`src/rtl/ext_stage.sv`:
```
// Immediate extension stage: zero/sign/upper/branch extension of a raw immediate, carried with a sideband tag.
// Latency: 1 cycle from acceptance to out_valid. Results are computed at acceptance and held in registers.
// Backpressure: a two-entry skid buffer (main + skid). in_ready is registered and drops only when both entries are full.
//
// Ports:
//   clk, rst              single clock, synchronous active-high reset
//   flush                 discards every buffered item; overrides both handshakes in the same cycle
//   in_valid/in_ready     input handshake; in_imm[IN_W], in_op[3], in_tag[TAG_W]
//   out_valid/out_ready   output handshake; out_imm[OUT_W], out_tag[TAG_W], driven straight from the main entry
//
// Build option: define EXT_BRANCH_EN to enable mode 3 (BRANCH: sign-extend then shift left by 2).
//   Without it, mode 3 returns zero like modes 4-7 and no shifter is built.
//   OUT_W must be greater than IN_W.

module ext_stage #(
  parameter int IN_W  = 16,
  parameter int OUT_W = 32,
  parameter int TAG_W = 5
) (
  input  logic             clk,
  input  logic             rst,
  input  logic             flush,
  input  logic             in_valid,
  output logic             in_ready,
  input  logic [IN_W-1:0]  in_imm,
  input  logic [2:0]       in_op,
  input  logic [TAG_W-1:0] in_tag,
  output logic             out_valid,
  input  logic             out_ready,
  output logic [OUT_W-1:0] out_imm,
  output logic [TAG_W-1:0] out_tag
);

  localparam int PAD_W = OUT_W - IN_W;

  typedef struct packed {
    logic [OUT_W-1:0] imm;
    logic [TAG_W-1:0] tag;
  } ent_t;

  typedef enum logic [1:0] {
    S_EMPTY = 2'd0,
    S_ONE   = 2'd1,
    S_FULL  = 2'd2
  } state_t;

  state_t r_state;
  state_t w_nstate;
  logic   r_in_ready;
  logic   r_out_valid;
  ent_t   r_main;
  ent_t   r_skid;

  logic   w_acc;
  logic   w_dlv;
  logic   w_ld_main_in;
  logic   w_ld_main_skid;
  logic   w_ld_skid_in;

  logic [OUT_W-1:0] w_zext;
  logic [OUT_W-1:0] w_sext;
  logic [OUT_W-1:0] w_lui;
  logic [OUT_W-1:0] w_ext;
  ent_t             w_ext_ent;

  // ---------------------------------------------------------------------------
  // Extension datapath (evaluated on the incoming item only)
  // ---------------------------------------------------------------------------
  assign w_zext = {{PAD_W{1'b0}}, in_imm};
  assign w_sext = {{PAD_W{in_imm[IN_W-1]}}, in_imm};
  assign w_lui  = {in_imm, {PAD_W{1'b0}}};

  always_comb begin
    w_ext = '0;
    case (in_op)
      3'd0:    w_ext = w_zext;
      3'd1:    w_ext = w_sext;
      3'd2:    w_ext = w_lui;
`ifdef EXT_BRANCH_EN
      // Upper bits shifted out are simply dropped.
      3'd3:    w_ext = w_sext << 2;
`endif
      default: w_ext = '0;
    endcase
  end

  assign w_ext_ent = '{imm: w_ext, tag: in_tag};

  // Flush kills both handshakes so nothing is accepted or delivered that cycle.
  assign w_acc = in_valid && r_in_ready && !flush;
  assign w_dlv = r_out_valid && out_ready && !flush;

  // ---------------------------------------------------------------------------
  // FSM: state register
  // in_ready / out_valid are registered copies of the next-state decode.
  // ---------------------------------------------------------------------------
  always_ff @(posedge clk) begin
    if (rst) begin
      r_state     <= S_EMPTY;
      r_in_ready  <= 1'b1;
      r_out_valid <= 1'b0;
    end else begin
      r_state     <= w_nstate;
      r_in_ready  <= (w_nstate != S_FULL);
      r_out_valid <= (w_nstate != S_EMPTY);
    end
  end

  // ---------------------------------------------------------------------------
  // FSM: next state
  // ---------------------------------------------------------------------------
  always_comb begin
    w_nstate = r_state;
    if (flush) begin
      w_nstate = S_EMPTY;
    end else begin
      case (r_state)
        S_EMPTY: if (w_acc) w_nstate = S_ONE;
        S_ONE: begin
          if (w_acc && !w_dlv)      w_nstate = S_FULL;
          else if (!w_acc && w_dlv) w_nstate = S_EMPTY;
        end
        S_FULL:  if (w_dlv) w_nstate = S_ONE;
        default: w_nstate = S_EMPTY;
      endcase
    end
  end

  // ---------------------------------------------------------------------------
  // FSM: entry load controls
  // ---------------------------------------------------------------------------
  always_comb begin
    w_ld_main_in   = 1'b0;
    w_ld_main_skid = 1'b0;
    w_ld_skid_in   = 1'b0;
    case (r_state)
      S_EMPTY: w_ld_main_in = w_acc;
      S_ONE: begin
        // Simultaneous accept+deliver replaces main directly; the skid stays idle.
        w_ld_main_in = w_acc && w_dlv;
        w_ld_skid_in = w_acc && !w_dlv;
      end
      S_FULL:  w_ld_main_skid = w_dlv;
      default: ;
    endcase
  end

  // ---------------------------------------------------------------------------
  // Storage. Main holds its value whenever no load fires, which keeps
  // out_imm/out_tag stable across a stall.
  // ---------------------------------------------------------------------------
  always_ff @(posedge clk) begin
    if (rst) begin
      r_main <= '0;
      r_skid <= '0;
    end else begin
      if (w_ld_main_in)        r_main <= w_ext_ent;
      else if (w_ld_main_skid) r_main <= r_skid;
      if (w_ld_skid_in)        r_skid <= w_ext_ent;
    end
  end

  assign in_ready  = r_in_ready;
  assign out_valid = r_out_valid;
  assign out_imm   = r_main.imm;
  assign out_tag   = r_main.tag;

endmodule

```
`config.mk`:
```
export PLATFORM = sky130hd
export DESIGN_NAME = ext_stage
export DESIGN_NICKNAME = d
export VERILOG_FILES = /design/src/rtl/ext_stage.sv
export SDC_FILE = /design/constraint.sdc
export NUM_CORES = 1
export LEC_CHECK = 0
export CAP_MARGIN = 20
export CORE_ASPECT_RATIO = 1.25
export CORE_UTILIZATION = 47
export DETAILED_ROUTE_END_ITERATION = 12
export PLACE_DENSITY = 0.76
export SETUP_SLACK_MARGIN = 0.05
export SLEW_MARGIN = 20
export SYNTH_ARGS = -nofsm -noshare
export SYNTH_HDL_FRONTEND = slang
export SYNTH_SLANG_ARGS = --single-unit
export TNS_END_PERCENT = 50
```
`constraint.sdc`:
```
create_clock -name clk -period 1.6 [get_ports clk]
set_clock_uncertainty 0.2 [all_clocks]
set_input_delay 0.24 -clock clk [delete_from_list [all_inputs] [get_ports clk]]
set_output_delay 0.24 -clock clk [all_outputs]
set_load 0.01 [all_outputs]
```
After elaboration in Yosys (flattened, before gate mapping)
Index checks and enable logic that the tools add are counted.
{ "totals": {"input_bits": 29, "wordCells": 38, "ff_bits": 78, "output_inout_bits": 39} }
{ "op_classes": {"muxes": 12, "reduce_logical": 14, "eq_ne": 5} }
{ "ops": {"columns": ["operator", "n"], "rows": [
  ["$pmux W32 S3", 1],
  ["$mux W37", 2],
  ["$mux W2", 5],
  ["$logic_and A1 B1 Y1", 7],
  ["$pmux W2 S3", 1],
  ["$reduce_bool A2 Y1", 2],
  ["$eq A3 B1 Y1 const B", 1],
  ["$eq A3 B2 Y1 const B", 1],
  ["$logic_not A1 Y1", 3],
  ["$logic_not A3 Y1", 1],
  ["$eq A2 B1 Y1 const B", 1],
  ["$eq A2 B2 Y1 const B", 1],
  ["$logic_not A2 Y1", 1],
  ["$mux W1", 2],
  ["$ne A2 B2 Y1 const B", 1],
  ["$pmux W1 S2", 1]
]} }

Depth between registers and ports, before layout
{ "depth": {"ltp_word": 9, "depth_mapped": 6, "depth_no_buf": 3} }

Least setup slack after synthesis
Ideal clock, no wire load.
{ "synth_timing": {"path_kind": "reg2reg", "from": "reg r_out_valid (netlist: out_valid)", "to": "reg r_main (netlist bit out_imm[25])", "setup_ns": 0.095, "stages_incl_launch_ff": 5, "arrival_ns": 1.279, "slack_ns": 0.026, "n_path_buf": 1, "cell_sequence": "dfxtp_1 > a21bo_2 > clkbuf_1 > a22oi_1 > a221oi_1"} }
{ "synth_between": {"elab_chain_cells": 5} }
{ "synth_rtl": {"columns": ["item", "line", "rtl"], "rows": [
  ["start: declaration", "50", "logic r_out_valid;"],
  ["start signal: assignment", "105", "r_out_valid <= (w_nstate != S_EMPTY);"],
  ["$logic_and A1 B1 Y1 * (2 in a row)", "91", "assign w_dlv = r_out_valid && out_ready && !flush;"],
  ["$logic_and A1 B1 Y1", "140", "w_ld_main_in = w_acc && w_dlv;"],
  ["$pmux W1 S2", "136", "case (r_state)"],
  ["$mux W37 / $reduce_bool A2 Y1 (equally long branches)", null, null],
  ["end signal: assignment", "157", "if (w_ld_main_in) r_main <= w_ext_ent;"],
  ["end signal: assignment", "158", "else if (w_ld_main_skid) r_main <= r_skid;"],
  ["end: declaration", "51", "ent_t r_main;"]
]} }
Every way passes the cells marked *; elsewhere a longest branch is shown, timed or not.
A chain may end at the register's enable or synchronous reset.

Final worst setup path
{ "layout_timing": {"from": "reg r_state[1]", "to": "reg r_skid[34] (netlist name)"} }
{ "layout_between": {"elab_chain_cells": 2} }
{ "layout_rtl": {"columns": ["item", "line", "rtl"], "rows": [
  ["start: declaration", "47", "state_t r_state;"],
  ["start signal: assignment", "103", "r_state <= w_nstate;"],
  ["$eq A2 B1 Y1", "136", null],
  ["$mux W1", "136", null],
  ["end signal: assignment", "159", "if (w_ld_skid_in) r_skid <= w_ext_ent;"],
  ["end: declaration", "52", "ent_t r_skid;"]
]} }
Every way passes these cells.

==> run_results.csv <==
group,metric,value,unit
cells_and_area,drive_gt1_share,35.2,%
pwr,power_density,774,nW/um2
sta,period_share,110,%
sta,fin_crit,1.75,ns
detailed_routing,first_iter_violations,426,
pwr,p_total,4320,uW
clock_tree,cts_buffer_depth,2,
detailed_routing,via_count,4078,
setup_path,cp-start-kind,"register",
place,place_hpwl,6.83,mm
sta,tns,-5.74,ns
setup_path,worst-setup-path-type,"reg2reg",
setup_path,cp_slowest_cell,"and4bb_4",
place,gp_congestion,0.794,
logic_synthesis,synthCells,418,
die,die_h,102,um
logic_synthesis,seq_area_frac_synth,41.8,%
cells_and_area,diodes,0,
die,coreArea,7750,um2
grt,grt_pass1_vias,3894,
worst_hold_path,min_path_type,"in2reg",
detailed_routing,drtAntennaViolNets,0,
job,maxCapViolations,0,
grt,grt_util_all_layers,30.6,%
setup_path,reg2reg_depth,7,
clock_tree,cts.sinks,78,
logic_synthesis,synth_area_leaders,"dfxtp_1 42%, o21ai_0 8.0%, a21oi_1 7.1%, a211oi_1 6.4%, a311oi_1 5.2%",
cells_and_area,final_common_cell,"dfxtp_1",
logic_synthesis,postSynthAreaPerCell,8.94,um2
cells_and_area,nets,530,
grt,grt_pass1_wl,19.5,mm
logic_synthesis,synth_cell_types,32,
setup_path,crit_fanout,8,
setup_path,reg2reg_slack,-0.15,ns
die,die_w,81.7,um
pwr,power_frac_clock,31.1,%
pwr,p_int,3050,uW
place,portBuffers,67,
die,die_area,8310,um2
detailed_routing,avgRoutedWirePerCell,22.4,um
setup_path,critPathMostFrequentCell,"buf_6",
pwr,switching_share,29.5,%
pwr,peakVddDrop,0.000635,V
place,dp_slack,-0.610,ns
logic_synthesis,synth_top_cell_by_area,"dfxtp_1",
sta,tightest_slew,0.507,ns
pwr,p_leak,0.00191,uW
grt,grt_max_degree,54,
pwr,net-switching-power,1280,uW
sta,fmax,570,MHz
logic_synthesis,synth_fp_nets,447,
cells_and_area,fillerInstances,560,
clock_tree,cts_tree,"built",
sta,maxSlewHeadroom,66.2,%
setup_path,cpPeakStageDelay,0.37,ns
die,rows,36,
setup_path,cp_data_required_time,1.68,ns
clock_tree,root_buffer,"clkbuf_8",
cells_and_area,area_growth,49.5,%
cells_and_area,seq_area,1570,um2
sta,maxSlewViolCount,0,
clock_tree,h-tree-depth,3,
outcome,outcome,"finished with violations",
sta,setup_viol,72,
pwr,p_comb_share,21.1,%
detailed_routing,drc,0,
logic_synthesis,synth_warnings,0,
detailed_routing,via_per_inst,6.79,
setup_path,end_kind,"register",
cells_and_area,final_cell_mix,"75 x dfxtp_1, 51 x o21ai_0, 38 x dlygate4sd2_1, 29 x a21oi_1, 28 x buf_4",
pwr,pwr-share-seq,47.9,%
logic_synthesis,post-synth-top-area-fraction,41.8,%
sta,hold_viol_final,0,
sta,layout_setup_ws,-0.154,ns
cells_and_area,multi_input_area,2370,um2
clock_tree,clk-insertion-delay-late,0.37,ns
grt,grt_overflow,0,
worst_hold_path,hold_depth,2,
die,initial_utilization,48.2,%
setup_path,critPathArrivalTime,1.84,ns
detailed_routing,wl,13.5,mm
clock_tree,clk_pin_slew,0.08,ns
sta,rsz0062_at_grt,"yes",
grt,antenna_found_initial,0,
clock_tree,cts_buffers,9,
logic_synthesis,netlist_area,3740,um2
outcome,violations,"setup timing",
die,ios,68,
clock_tree,ctsHoldBuffers,0,
detailed_routing,drt-pass1-iter-count,5,
logic_synthesis,ys_ff_latch,78,
setup_path,worstPathCellList,"buf_6 -> and4bb_4 -> buf_6 -> buf_6 -> buf_16 -> a21oi_2 -> a211oi_2",
worst max-delay path: cells and delay by family, from the launching register on:
kind	cells	cell delay, ns
AO/OA/AOI/OAI	2	0.28
buffers and inverters	4	0.49
flip-flops	1	0.32
AND/OR/NAND/NOR	1	0.37
per-stage QoR:
stage,utilization (%),instances,area (um2),hold slack (ns)
2_1_floorplan,-,418,3740,0.188
3_3_place_gp,59.8,564,4640,0.260
3_5_place_dp,59.8,564,4640,0.268
4_1_cts,67.9,593,5260,0.128
5_1_grt,72.1,601,5580,0.151
6_report,72.1,601,5580,0.149
power groups by stage:
| stage | Clock (uW) | Sequential (uW) | Combinational [uW] |
|---|---|---|---|
| final | 1340 | 2070 | 911 |
| after global routing | 1420 | 2070 | 955 |
| after CTS | 1310 | 2060 | 806 |
| after detailed placement | 0 | 2110 | 729 |
| after global placement | 0 | 2110 | 719 |
| after floorplan | 0 | 2130 | 336 |
Yosys cell counts:
cell type / n
a211oi_1: 32
a21bo_2: 1
a21boi_2: 1
a21oi_1: 53
a221oi_1: 7
a221oi_2: 8
a22oi_1: 15
a311oi_1: 22
and4_1: 1
and4b_1: 2
and4bb_1: 2
buf_2: 16
buf_4: 10
buf_6: 1
clkbuf_1: 27
dfxtp_1: 78
inv_1: 1
nand2_1: 3
nand3_1: 5
nand3b_1: 23
nand4_1: 18
nand4b_2: 1
nand4bb_1: 1
nor2_1: 2
nor2_2: 2
nor2b_1: 17
nor3_1: 5
nor3b_2: 1
o211ai_1: 1
o21a_1: 1
o21ai_0: 60
xor2_1: 1
cell type report:
class	count	area share [%]
sequential	78	28.1
inverter	1	0.0672
multi-input combinational	285	42.4
clock buffer	15	2.80
timing repair buffer	126	24.4
clock inverter	1	0.0896
tap	95	2.13
sequential cells by signal, indices dropped and copies added, names as in the netlist:
register / flops
out_imm: 32
r_state: 2
out_valid: 1
out_tag: 5
in_ready: 1
r_skid: 37
cells by family after synthesis:
group	after synthesis	share of synthesized area, %
compound gates	201	35.6
xor+xnor	1	0.234
buf+inv	55	7.27
flops	78	41.8
simple gates	83	15.1
per-layer routing:
metal / vias to the layer above / part of all wire (%) / routed length, um / global-route usage, %
met4: 0 / 3.6 / 492 / 17.3
met3: 44 / 7.2 / 967 / 5.14
met1: 2004 / 40 / 5340 / 39.4
met2: 243 / 50 / 6690 / 47.9
li1: 1787 / - / - / -
met5: - / 0 / 0 / 0
what timing repair did:
item,CTS,global route
gates cloned,5,2
pin swaps,58,20
buffers inserted,8,8
setup endpoints to repair,108,76
gates resized for setup,108,61
final timing paths:
| path | from | endpoint |
|---|---|---|
| setup / recovery | r_state[1]$_SDFF_PP0_ | r_skid[34]$_SDFFE_PP0P_ |
| hold / removal | rst | out_imm[24]$_SDFFE_PP0P_ |
| hold reg to reg | r_skid[1]$_SDFFE_PP0P_ | r_skid[1]$_SDFFE_PP0P_ |
| setup reg to reg | r_state[1]$_SDFF_PP0_ | r_skid[34]$_SDFFE_PP0P_ |
No activity file was read; power rests on OpenSTA's default activity.
